==> src/rtl/riscv_instr_aligner.sv <==
`default_nettype none
// ============================================================================
// Module   : riscv_instr_aligner
// Purpose  : Fetch-to-decode aligner. Splits 32-bit fetch words into a
//            halfword ring buffer, re-assembles 32-bit instructions that
//            straddle word boundaries, optionally passes 16-bit RV32C
//            encodings, and hands one instruction per cycle to decode with
//            its PC, opcode[6:2] and error/illegal tags over valid/ready.
// Revision : 1.0 - initial release
// ============================================================================
module riscv_instr_aligner #(
  parameter int              C_EXT     = 1,
  parameter int              BUF_DEPTH = 4,
  parameter int              PC_W      = 32,
  parameter logic [PC_W-1:0] RESET_PC  = '0
) (
  input  logic            clk_i,
  input  logic            rst_i,
  input  logic            flush_i,
  input  logic [PC_W-1:0] flush_pc_i,
  input  logic            fetch_valid_i,
  output logic            fetch_ready_o,
  input  logic [31:0]     fetch_data_i,
  input  logic            fetch_err_i,
  output logic            instr_valid_o,
  input  logic            instr_ready_i,
  output logic [31:0]     instr_o,
  output logic [PC_W-1:0] instr_pc_o,
  output logic            instr_is_c_o,
  output logic [4:0]      instr_opcode_o,
  output logic            instr_err_o,
  output logic            instr_illegal_o
);

  localparam int              PTR_W      = $clog2(BUF_DEPTH);
  // Wide enough to hold count + 2 without overflow in the push-space check.
  localparam int              CNT_W      = $clog2(BUF_DEPTH + 3);
  localparam logic [PTR_W-1:0] LAST_PTR  = PTR_W'(BUF_DEPTH - 1);
  localparam logic [CNT_W-1:0] DEPTH_C   = CNT_W'(BUF_DEPTH);
  localparam logic            CEXT_B     = (C_EXT != 0);
  // Redirect targets are halfword aligned with C, word aligned without it.
  localparam logic [PC_W-1:0] FLUSH_MASK = CEXT_B ? ~PC_W'(1) : ~PC_W'(3);

  logic [15:0]          half_q [BUF_DEPTH];
  logic [BUF_DEPTH-1:0] err_q;
  logic [PTR_W-1:0]     rd_ptr_q;
  logic [PTR_W-1:0]     wr_ptr_q;
  logic [CNT_W-1:0]     count_q;
  logic [PC_W-1:0]      pc_q;
  logic                 drop_q;

  logic [PTR_W-1:0] rd_ptr1;
  logic [PTR_W-1:0] rd_ptr2;
  logic [PTR_W-1:0] wr_ptr1;
  logic [PTR_W-1:0] wr_ptr2;
  logic [15:0]      head_lo;
  logic [15:0]      head_hi;
  logic             head_is_c;
  logic [CNT_W-1:0] need;
  logic [CNT_W-1:0] push_need;
  logic [CNT_W-1:0] push_cnt;
  logic [CNT_W-1:0] pop_cnt;
  logic [31:0]      raw_instr;
  logic             push;
  logic             pop;

  // Ring pointer increment that also works for non-power-of-two depths.
  function automatic logic [PTR_W-1:0] ptr_inc(input logic [PTR_W-1:0] p);
    return (p == LAST_PTR) ? '0 : p + PTR_W'(1);
  endfunction

  // Head decode, handshake and push/pop qualification.
  always_comb begin
    rd_ptr1   = ptr_inc(rd_ptr_q);
    rd_ptr2   = ptr_inc(rd_ptr1);
    wr_ptr1   = ptr_inc(wr_ptr_q);
    wr_ptr2   = ptr_inc(wr_ptr1);
    head_lo   = half_q[rd_ptr_q];
    head_hi   = half_q[rd_ptr1];
    head_is_c = CEXT_B && (head_lo[1:0] != 2'b11);
    need      = head_is_c ? CNT_W'(1) : CNT_W'(2);
    raw_instr = head_is_c ? {16'h0000, head_lo} : {head_hi, head_lo};

    instr_valid_o = (count_q >= need);
    // Everything except the PC reads as zero while no instruction is ready.
    instr_o         = instr_valid_o ? raw_instr : 32'h0;
    instr_opcode_o  = instr_o[6:2];
    instr_is_c_o    = instr_valid_o && head_is_c;
    instr_err_o     = instr_valid_o && (err_q[rd_ptr_q] || (!head_is_c && err_q[rd_ptr1]));
    instr_illegal_o = instr_valid_o && !CEXT_B && (head_lo[1:0] != 2'b11);
    instr_pc_o      = pc_q;

    push_need     = drop_q ? CNT_W'(1) : CNT_W'(2);
    // Space check uses the pre-pop count: no push into a full buffer while popping.
    fetch_ready_o = !flush_i && ((count_q + push_need) <= DEPTH_C);
    push          = fetch_valid_i && fetch_ready_o;
    pop           = instr_valid_o && instr_ready_i && !flush_i;
    push_cnt      = push ? push_need : '0;
    pop_cnt       = pop ? need : '0;
  end

  // Halfword storage: write low then high half, or only the high half when dropping.
  always_ff @(posedge clk_i or posedge rst_i) begin
    if (rst_i) begin
      for (int i = 0; i < BUF_DEPTH; i++) begin
        half_q[i] <= 16'h0000;
      end
      err_q <= '0;
    end else if (push) begin
      if (drop_q) begin
        half_q[wr_ptr_q] <= fetch_data_i[31:16];
        err_q[wr_ptr_q]  <= fetch_err_i;
      end else begin
        half_q[wr_ptr_q] <= fetch_data_i[15:0];
        err_q[wr_ptr_q]  <= fetch_err_i;
        half_q[wr_ptr1]  <= fetch_data_i[31:16];
        err_q[wr_ptr1]   <= fetch_err_i;
      end
    end
  end

  // Pointers, occupancy, PC and drop flag; flush overrides push and pop.
  always_ff @(posedge clk_i or posedge rst_i) begin
    if (rst_i) begin
      rd_ptr_q <= '0;
      wr_ptr_q <= '0;
      count_q  <= '0;
      pc_q     <= RESET_PC;
      drop_q   <= CEXT_B && RESET_PC[1];
    end else if (flush_i) begin
      rd_ptr_q <= '0;
      wr_ptr_q <= '0;
      count_q  <= '0;
      pc_q     <= flush_pc_i & FLUSH_MASK;
      drop_q   <= CEXT_B && flush_pc_i[1];
    end else begin
      if (push) begin
        wr_ptr_q <= drop_q ? wr_ptr1 : wr_ptr2;
        drop_q   <= 1'b0;
      end
      if (pop) begin
        rd_ptr_q <= head_is_c ? rd_ptr1 : rd_ptr2;
        pc_q     <= pc_q + (head_is_c ? PC_W'(2) : PC_W'(4));
      end
      count_q <= count_q + push_cnt - pop_cnt;
    end
  end

endmodule
`default_nettype wire

==> config.mk <==
export PLATFORM = sky130hd
export DESIGN_NAME = riscv_instr_aligner
export DESIGN_NICKNAME = d
export VERILOG_FILES = /design/src/rtl/riscv_instr_aligner.sv
export SDC_FILE = /design/constraint.sdc
export NUM_CORES = 1
export LEC_CHECK = 0
export ABC_CLOCK_PERIOD_IN_PS = 3800
export CORE_MARGIN = 1
export CORE_UTILIZATION = 35
export DETAILED_ROUTE_END_ITERATION = 12
export MAX_ROUTING_LAYER = met4
export PLACE_DENSITY_LB_ADDON = 0.25
export SYNTH_ARGS = -nofsm -noshare
export SYNTH_HDL_FRONTEND = slang
export SYNTH_SLANG_ARGS = --single-unit
==> constraint.sdc <==
create_clock -name clk_i -period 3.8 [get_ports clk_i]
set_input_delay 0.38 -clock clk_i [delete_from_list [all_inputs] [get_ports clk_i]]
set_output_delay 0.38 -clock clk_i [all_outputs]
set_load 0.05 [all_outputs]
---- Yosys cells after proc, flatten, opt, wreduce, memory -nomap -nowiden ----
Index checks and enable logic that the tools add are counted.
storage, ports and cells
  input bits .............................. 70
  word-level logic and storage cells ...... 104
  bits in registers ....................... 108
  output and inout bits ................... 74
cells by class
  magnitude comparators ................... 14
  bitwise gates (word level) .............. 4
  multiplexer cells ....................... 47
  equality and inequality tests ........... 5
  reduce and logical (&&, ||, !) cells .... 16
  $add $sub $neg .......................... 8
operators by type and width
  kind                                                                   count
  64-bit bitwise mux                                                     3
  32-bit two-way mux                                                     4
  16-bit two-way mux                                                     6
  16-bit binary-select mux with 2-bit select                             2
  16-bit demux with 2-bit select                                         2
  64-bit two-way mux                                                     1
  32-bit by 3-bit adder with 32-bit output                               1
  2-bit two-way mux                                                      14
  3-bit >= comparator, second input constant                             4
  2-bit by 3-bit < comparator with 1-bit output, second input constant   4
  2-bit inverter with 3-bit output                                       4
  1-bit logical AND                                                      11
  2-bit by 1-bit adder with 2-bit output, second input constant          4
  4-bit bitwise mux                                                      2
  2-bit == test, second input constant                                   4
  3-bit by 2-bit adder with 3-bit output                                 2
  3-bit by 1-bit < comparator with 1-bit output, second input constant   2
  1-bit two-way mux                                                      6
  3-bit two-way mux                                                      2
  1-bit binary-select mux with 2-bit select                              2
  1-bit demux with 2-bit select                                          2
  2-bit by 1-bit >= comparator with 1-bit output, second input constant  2
  4-bit two-way mux                                                      1
  2-bit nonzero test                                                     2
  6 further kinds                                                        7

---- Depth between registers and ports, before layout ----
Gate-level depths: netlist of run 1.
  depth after elaboration ................. 12
  mapped depth ............................ 15
  gate-level depth less buffers ........... 13

---- Least setup slack after synthesis of run 1 ----
No wires, ideal clock.
  path type ............................... register to output
  start ................................... reg rd_ptr_q[0]
  end ..................................... out instr_o[22]
  stages on the path, launching flop included .. 10
  slack ................................... 319 ps
  arrival time ............................ 3101 ps
  cells stage by stage .................... dfrtp_1 mux4_2 nand2_1 ha_1 nand2b_1 a211oi_1 inv_1 and2_0 clkbuf_1 and3_1
on the way
  word-level cells in the longest chain between the ends .. 8
  elaborated cells between the ends (all ways) .. 16
  classes of those cells .................. add/sub (1); order compare (1); eq/ne (2); mux (10); bitwise (2)
RTL lines
  element                                                                                                 line    text
  start: declaration                                                                                      46      logic [PTR_W-1:0] rd_ptr_q;
  start signal: assignment                                                                                142     rd_ptr_q <= head_is_c ? rd_ptr1 : rd_ptr2;
  2-bit inverter with 3-bit output (not written as such), or another cell as far along                    78      head_lo = half_q[rd_ptr_q];
  16-bit binary-select mux with 2-bit select or 2-bit two-way mux (tied branches)                         78, 69
  16-bit two-way mux (not written as such) or 2-bit inverter with 3-bit output (tied branches)            78, 79
  16-bit two-way mux (not written as such) or 16-bit binary-select mux with 2-bit select (tied branches)  78, 79
  2-bit inequality test or 16-bit two-way mux (tied branches)                                             n/a
  2-bit two-way mux or 16-bit two-way mux (tied branches)                                                 81, 79
  3-bit by 2-bit >= comparator with 1-bit output or 32-bit two-way mux (tied branches)                    84, 82
  32-bit two-way mux *                                                                                    86      instr_o = instr_valid_o ? raw_instr : 32'h0;
  end: declaration                                                                                        27      output logic [31:0] instr_o,
Mark *: on every way between the ends. The rest lies on a longest branch, timed or not. The select of a mux whose other input is x is not followed.

---- Worst setup path after layout of run 1 ----
  start ................................... reg rd_ptr_q[0]
  end ..................................... out instr_o[17]
Same word-level chain as after synthesis.

==> results of run 1 <==
==> worst max-delay path: cells and delay by family (launching register included) <==
kind | cells | cell delay, ps
and+or+nand+nor | 4 | 670
AOI/OAI and AO/OA | 1 | 300
buffers and inverters | 4 | 670
DFF | 1 | 440
adders and majority gates | 1 | 220
muxes | 1 | 550
==> metal layers <==
layer | wire length, um | vias to the layer above | global-route usage (%)
met5 | 0 | - | -
met4 | 386 | 0 | 6.75
met3 | 1450 | 27 | 3.70
met2 | 10300 | 235 | 32.9
met1 | 10000 | 3127 | 28.4
li1 | - | 3147 | -
==> Yosys cell counts, drive strengths merged, types with 4 or more instances <==
cell	n	area (um^2)
ha	12	150
mux4	33	743
or3	4	25.0
a21o	4	30.0
a211oi	4	30.0
mux2	30	338
inv	20	75.1
and3	28	175
buf	27	143
a21oi	60	300
a32oi	4	35.0
nor4	7	50.1
o21ai	59	295
nand2	78	293
nor2b	6	37.5
nand3	22	110
nor3	5	25.0
a22oi	33	248
xor2	19	166
a221oi	16	140
nor2	59	231
a22o	30	263
clkbuf	57	220
and2	20	125
a31oi	9	56.3
nand4	14	109
dfrtp	107	2680
xnor2	12	105
fa	4	80.1
==> flip-flops by register name, summed over array words and instances, names as in the netlist <==
register,flops
instr_pc_o,31
drop_q,1
count_q,3
err_q,4
half_q,64
wr_ptr_q,2
rd_ptr_q,2
==> logic make-up (layout without fill, tap and decap cells) <==
group | after synthesis | count (layout) | synth area share [%]
and+or+nand+nor | 256 | 256 | 17.4
AOI/OAI and AO/OA | 224 | 224 | 19.4
DFF | 107 | 107 | 35.9
buffers and inverters | 104 | 208 | 5.87
muxes | 65 | 65 | 14.8
xor gates and xnor gates | 31 | 31 | 3.64
adders and majority gates | 16 | 16 | 3.08
other | 1 | 3 | 0.0502
==> layout make-up <==
| class | count | area [um^2] | area share, % |
|---|---|---|---|
| multi-input combinational | 594 | 4360 | 46.8 |
| sequential | 107 | 2680 | 28.7 |
| timing repair buffer | 172 | 1550 | 16.6 |
| tap | 275 | 344 | 3.69 |
| clock buffer | 11 | 243 | 2.60 |
| inverter | 20 | 77.6 | 0.832 |
| clock inverter | 5 | 67.6 | 0.725 |
| antenna | 1 | 2.50 | 0.0268 |
==> worst max path at each step <==
| stage | slack (ps) | startpoint | endpoint |
|---|---|---|---|
| 6_report | 210 | rd_ptr_q[0]$_DFFE_PP0N_ | instr_o[17] |
| 5_1_grt | -10 | rd_ptr_q[0]$_DFFE_PP0N_ | instr_o[23] |
| 4_1_cts | 80 | rd_ptr_q[0]$_DFFE_PP0N_ | instr_o[17] |
| 3_5_place_dp | 290 | rd_ptr_q[0]$_DFFE_PP0N_ | instr_pc_o[31]$_DFFE_PP0N_ |
| 3_3_place_gp | 350 | rd_ptr_q[0]$_DFFE_PP0N_ | instr_pc_o[31]$_DFFE_PP0N_ |
| 2_1_floorplan | 320 | rd_ptr_q[0]$_DFFE_PP0N_ | instr_o[22] |
==> report_power, final <==
part	switching, mW	internal [mW]
clock network	0.474	0.540
registers	0.331	1.55
logic	2.89	1.90
total	3.69	3.99
==> stage by stage <==
stage	cells	instance area [um^2]	setup TNS, ps	hold WS [ps]
floorplan	805	7470	0	462
CTS	1184	9310	0	377
global route	1185	9320	-71.5	412
detailed placement	1168	9000	0	492
finish	1185	9320	0	388
global placement	1168	9000	0	485
==> run summary, run 1 <==
The flow ran to the end, and the final reports show no timing, DRC or antenna violations. The total half-perimeter wirelength after legalization and detailed placement is 14.6 mm. The placer's final routability congestion estimate came out at 0.795. The required time reported for the critical path endpoint is 3420 ps.

The number of global-route vias before repair came to 6202. In the final layout, the share of cells above drive strength 1 is 18.3%. The CTS tree is built. The post-synthesis cell area came out at 0.00746 mm^2. The highest net fanout along the worst path is 17. The endpoint identified for the worst register-to-register timing path is instr_pc_o[31]$_DFFE_PP0N_. The root buffer cell chosen for the clock tree is clkbuf_16. The maximum VDD drop came out at 0.000283 V.

The setup-violating endpoint count in the final report came out at 0. The library cells used most frequently in the layout, excluding fill and tap cells, are dfrtp_1 (106), clkdlybuf4s50_1 (98), nand2_1 (78), buf_4 (72), a21oi_1 (60). After clock tree synthesis, the flow added hold-fix buffers numbering 0.

The detailed router finished its first iteration with 410 violations. The worst slew margin relative to its limit is 26.1%. The number of cells on the worst reg-to-reg path is 10. The worst hold path belongs to the class in -> reg. The number of register bits inferred by synthesis is 107. In this run the remaining antenna-violating nets after routing total 0. The period utilization came out at 94.5%. The category of the worst setup path capture point is an output pin. The clock period minus worst slack is 3590 ps.

The path with the worst hold slack has its endpoint at instr_pc_o[24]$_DFFE_PP0N_. The worst hold path begins at flush_i. Counting the fill cells in the layout gives 2054. The post-synthesis area per instance is 9.28 um^2. The number of vias per cell after detailed routing came out at 5.52. The CTS buffer count came out at 9.

The maximum number of buffers from clock root to sink came out at 2. The static power due to leakage is 3.89 nW. The DRC violation count after routing came out at 0. The Yosys warning count is 0. Data arrives at the worst endpoint at 3210 ps. Once routing completed, OpenROAD measured the worst setup slack at 209 ps. The worst hold path passes through 3 cells. In the synthesized netlist the async set-or-reset flop fraction comes to 100%.

The number of unique standard cell types used by synthesis is 56. The number of max-slew violations in the final report is 0. The commonest non-fill, non-tap cell in the layout is dfrtp_1.

The initial antenna violation count came out at 1. The clock insertion delay at the later pin of the skew report is 360 ps. The clock slew seen by the registers of the worst setup and hold paths came out at 70 ps. The clock skew after layout came out at 11.3 ps. The area growth from synthesis to layout came out at 24.9%. The sum of overflow across all layers after global routing came out at 0. Entering global routing, the biggest net connects 67 pins. The most numerous cell type found on the critical path is buf_4. Synthesis produced 804 cells. The most used flip-flop cell after synthesis is dfrtp_1. The detailed-router iteration count before antenna repair is 8. Across every metal layer, demand over resource in global routing totals 21.3%. In this run, synthesis inferred 0 flip-flops with an integrated enable. Power comes to 7.68 mW.

The type of origin of the critical path is a register. The floorplan step set the die width to 148 um. The initial utilization of the core area, before any placement, comes to 35.6%.

The die footprint came out at 0.0219 mm^2. The number of nets in the layout came out at 990. In this run the power density over the cells is 824 mW/mm^2. The area inside the core boundary came out at 0.0210 mm^2.

The number of input and output port buffers inserted came out at 140. The routed layout has 6536 vias. The post-cts resize count is 0.

The sum of routed wire length over all layers came out at 22.2 mm. The final count of hold timing violations came out at 0. The floorplan die height is 148 um. The number of H-tree levels came out at 3. The transition time at the pin with the least slew margin is 1110 ps. During I/O placement, the number of pins put on the boundary was 144. The startpoint identified for the worst register-to-register timing path is rd_ptr_q[0]$_DFFE_PP0N_. The post-place setup slack is 289 ps. The max capacitance violation total is 0.

The number of setup buffers added after CTS is 0. The sequential area share after synthesis is 35.9%. The worst register-to-register path has a setup slack of 310 ps. The highest cell delay on the worst timing path came out at 550 ps. The post-layout utilization of the core is 44.5%. The slowest stage of the critical path is the mux4_2 cell.

Timing would allow up to 278 MHz. Traced cell by cell, the critical path runs through mux4_2, nand2_1, buf_4, ha_1, nand2b_1, a211oi_2, inv_1, and2_0, buf_4, and3_1, buf_4. The mean routed wirelength per cell came out at 18.7 um. After floorplanning, the core was divided into 53 placement rows. The first global-routing pass estimated 34.7 mm of wire.

The critical path in this run is classified as reg -> out. The clock sink total came out at 107.
(Power assumes the default switching activity.)
==> inputs of run 2 (changes only) <==
--- a/config.mk
+++ b/config.mk
@@ -5,7 +5,6 @@
 export SDC_FILE = /design/constraint.sdc
 export NUM_CORES = 1
 export LEC_CHECK = 0
-export ABC_CLOCK_PERIOD_IN_PS = 3800
 export CORE_MARGIN = 1
 export CORE_UTILIZATION = 35
 export DETAILED_ROUTE_END_ITERATION = 12
==> constraint.sdc (replaced) <==
create_clock -name clk_i -period 3.49 [get_ports clk_i]
set_input_delay 0.349 -clock clk_i [delete_from_list [all_inputs] [get_ports clk_i]]
set_output_delay 0.349 -clock clk_i [all_outputs]
set_load 0.05 [all_outputs]
==> run 2 against run 1 <==
Effect of this change: first-iteration DRC count decreased by 4.9%; worst hold slack improved by 14 ps; cell area increased by 1.3%; via count increased by 1.4%; non-clock buffer count increased by 9; critical endpoint is now instr_pc_o[31]$_DFFE_PP0N_; largest cell class unchanged; highest routed layer unchanged.
==> run summary, run 2 (synthesis results as in run 1) <==
The required time reported for the critical path endpoint came out at 3730 ps. The highest cell delay on the worst timing path came out at 590 ps. The DRC violation count after routing came out at 0. The floorplan die height is 148 um.

The final count of hold timing violations is 0. For this run the aggregate overflow at the end of global routing stands at 0. The initial antenna violation count is 1. The detailed-router iteration count before antenna repair is 5. Post-CTS timing repair inserted 0 buffers for setup. The root buffer cell chosen for the clock tree is clkbuf_16. The die footprint is 0.0219 mm^2.

The number of global-route vias before repair is 6388. The area inside the core boundary came out at 0.0210 mm^2. In this run the remaining antenna-violating nets after routing total 0. The maximum VDD drop is 0.000436 V. The worst setup path is launched from a register. For the pin with the worst max-slew slack, the measured transition is 707 ps. The signal on the critical path passes through mux4_2, nand2_4, ha_1, inv_1, fa_1, nand3b_1, or4_1, nor4_1, buf_4, xor2_1, mux2_2. The clock slew seen by the registers of the worst setup and hold paths is 80 ps. The number of max-slew violations in the final report is 0. The post-layout utilization of the core came out at 45.1%. Derived from the worst setup path, the maximum achievable clock frequency is 300 MHz. The number of H-tree levels is 3. The CTS tree is built. The summed negative setup slack over all endpoints came out at 0 ps. The post-route netlist has 19.6% of its cells at a drive strength greater than 1. Setup repair after global routing left no endpoint under its margin. The period utilization is 95.6%. The HPWL after detailed placement is 15.0 mm. The clock insertion delay at the later pin of the skew report came out at 360 ps.

The clock sink total came out at 107. In the layout the commonest cells are dfrtp_1 (105), clkdlybuf4s50_1 (98), buf_4 (80), nand2_1 (77), a21oi_1 (60). The total number of vias came out at 6626. At the end of routability-driven placement, the weighted congestion stood at 0.779. The slowest stage of the critical path belongs to the cell or4_1. The register with the most flip-flops is half_q. The number of I/O pins came out at 144. In the final layout, the multi-input gates occupy 0.00438 mm^2. Entering global routing, the biggest net connects 68 pins. The detailed router's first-iteration violation count is 390.

The highest net fanout along the worst path came out at 5. The library cell used most frequently in the layout, excluding fill and tap cells, is dfrtp_1. The number of input and output port buffers inserted came out at 140. The number of nets in the layout came out at 999. The effective utilization at floorplan came out at 35.6%. After filler insertion, the fill cell instance count of the layout stands at 2065. The flow ran to the end, and the final reports show no timing, DRC or antenna violations. The number of vias per cell after detailed routing came out at 5.55.

The horizontal extent of the die is 148 um. The number of hold buffers added after CTS was 0. The clock skew after layout is 10.4 ps.

The first-pass GRT wire length is 35.8 mm. The register with the most flip-flops in the layout has 64 of them. The maximum number of buffers from clock root to sink is 2.

Overall power consumption after layout is estimated at 8.53 mW. The clock period minus worst slack is 3340 ps. The CTS buffer count is 9. The area of all sequential standard cells is 0.00268 mm^2.

The top cell family by delay on the critical path is simple AND/OR/NAND/NOR gates. Across every metal layer, demand over resource in global routing totals 21.8%. The worst hold slack came out at 402 ps. The post-place setup slack came out at 3.12 ps. The number of placement rows came out at 53. The mean routed wirelength per cell came out at 18.7 um.

The static power due to leakage came out at 3.96 nW. The power per standard cell area is 903 mW/mm^2. The worst setup path is of the reg -> reg kind.

After layout, the worst setup slack is 154 ps. The setup-violating endpoint count in the final report came out at 0. The number of buffers and inverters on the critical path is 2. STA classifies the critical path endpoint as a register. The max capacitance violation total is 0. Measured against its own limit, the worst slew margin works out to 52.7%. The sum of routed wire length over all layers came out at 22.4 mm.

The data arrival at the endpoint of the critical path is 3580 ps. The worst min-delay path class is in -> async. The area growth from synthesis to layout came out at 26.5%.
-- run 2: worst register-to-register path, cell delays in order, from the launching register on --
cell      delay (ps)
dfrtp_2          410
mux4_2           570
nand2_4          130
ha_1             170
inv_1             50
fa_1             390
nand3b_1         170
or4_1            590
nor4_1           280
buf_4            170
xor2_1            50
mux2_2           250
-- run 2: metal layers --
layer	share of wire [%]	GRT usage, %	wire [um]	vias up
li1	-	-	-	3167
met1	44	28.9	9880	3189
met2	47	33.8	10500	246
met3	7.2	3.86	1600	24
met4	1.7	7.11	382	0
met5	0	-	0	-
-- run 2: layout make-up --
type                       count  share of cell area (%)
antenna                        1                  0.0265
clock buffer                   9                    2.39
clock inverter                 7                    1.15
inverter                      20                   0.822
multi-input combinational    594                    46.3
sequential                   107                    28.4
tap                          275                    3.64
timing repair buffer         181                    17.2
-- run 2: report_power, final --
| group | internal [mW] | switching [mW] | total, mW |
|---|---|---|---|
| logic | 2.14 | 3.18 | 5.32 |
| clock network | 0.644 | 0.515 | 1.16 |
| registers | 1.69 | 0.366 | 2.05 |
-- run 2: timing repair --
action                                  CTS  global route
gates resized for setup                   3             4
endpoints found under the setup margin   18            15
hold endpoints to repair                  0             0
pin swaps                                 0             1
-- run 2: metrics by stage --
step                cell area, um^2  instances
global placement               9080       1177
finish                         9440       1194
CTS                            9420       1193
detailed placement             9080       1177
global route                   9440       1194
floorplan                      7470        805
-- run 2: final timing paths --
check | slack (ps) | end | startpoint | cells past startpoint
worst max-delay path | 150 | instr_pc_o[31]$_DFFE_PP0N_ | rd_ptr_q[0]$_DFFE_PP0N_ | 11
worst min-delay path | 400 | instr_pc_o[30]$_DFFE_PP0N_ | rst_i | 2
worst max register to register | 150 | instr_pc_o[31]$_DFFE_PP0N_ | rd_ptr_q[0]$_DFFE_PP0N_ | 11
worst min register to register | 500 | half_q[52]$_DFFE_PP0P_ | half_q[52]$_DFFE_PP0P_ | 2
max in group asynchronous | 2160 | rd_ptr_q[0]$_DFFE_PP0N_ | rst_i | 3
min in group clk_i | 490 | instr_pc_o[27]$_DFFE_PP0N_ | flush_i | 3
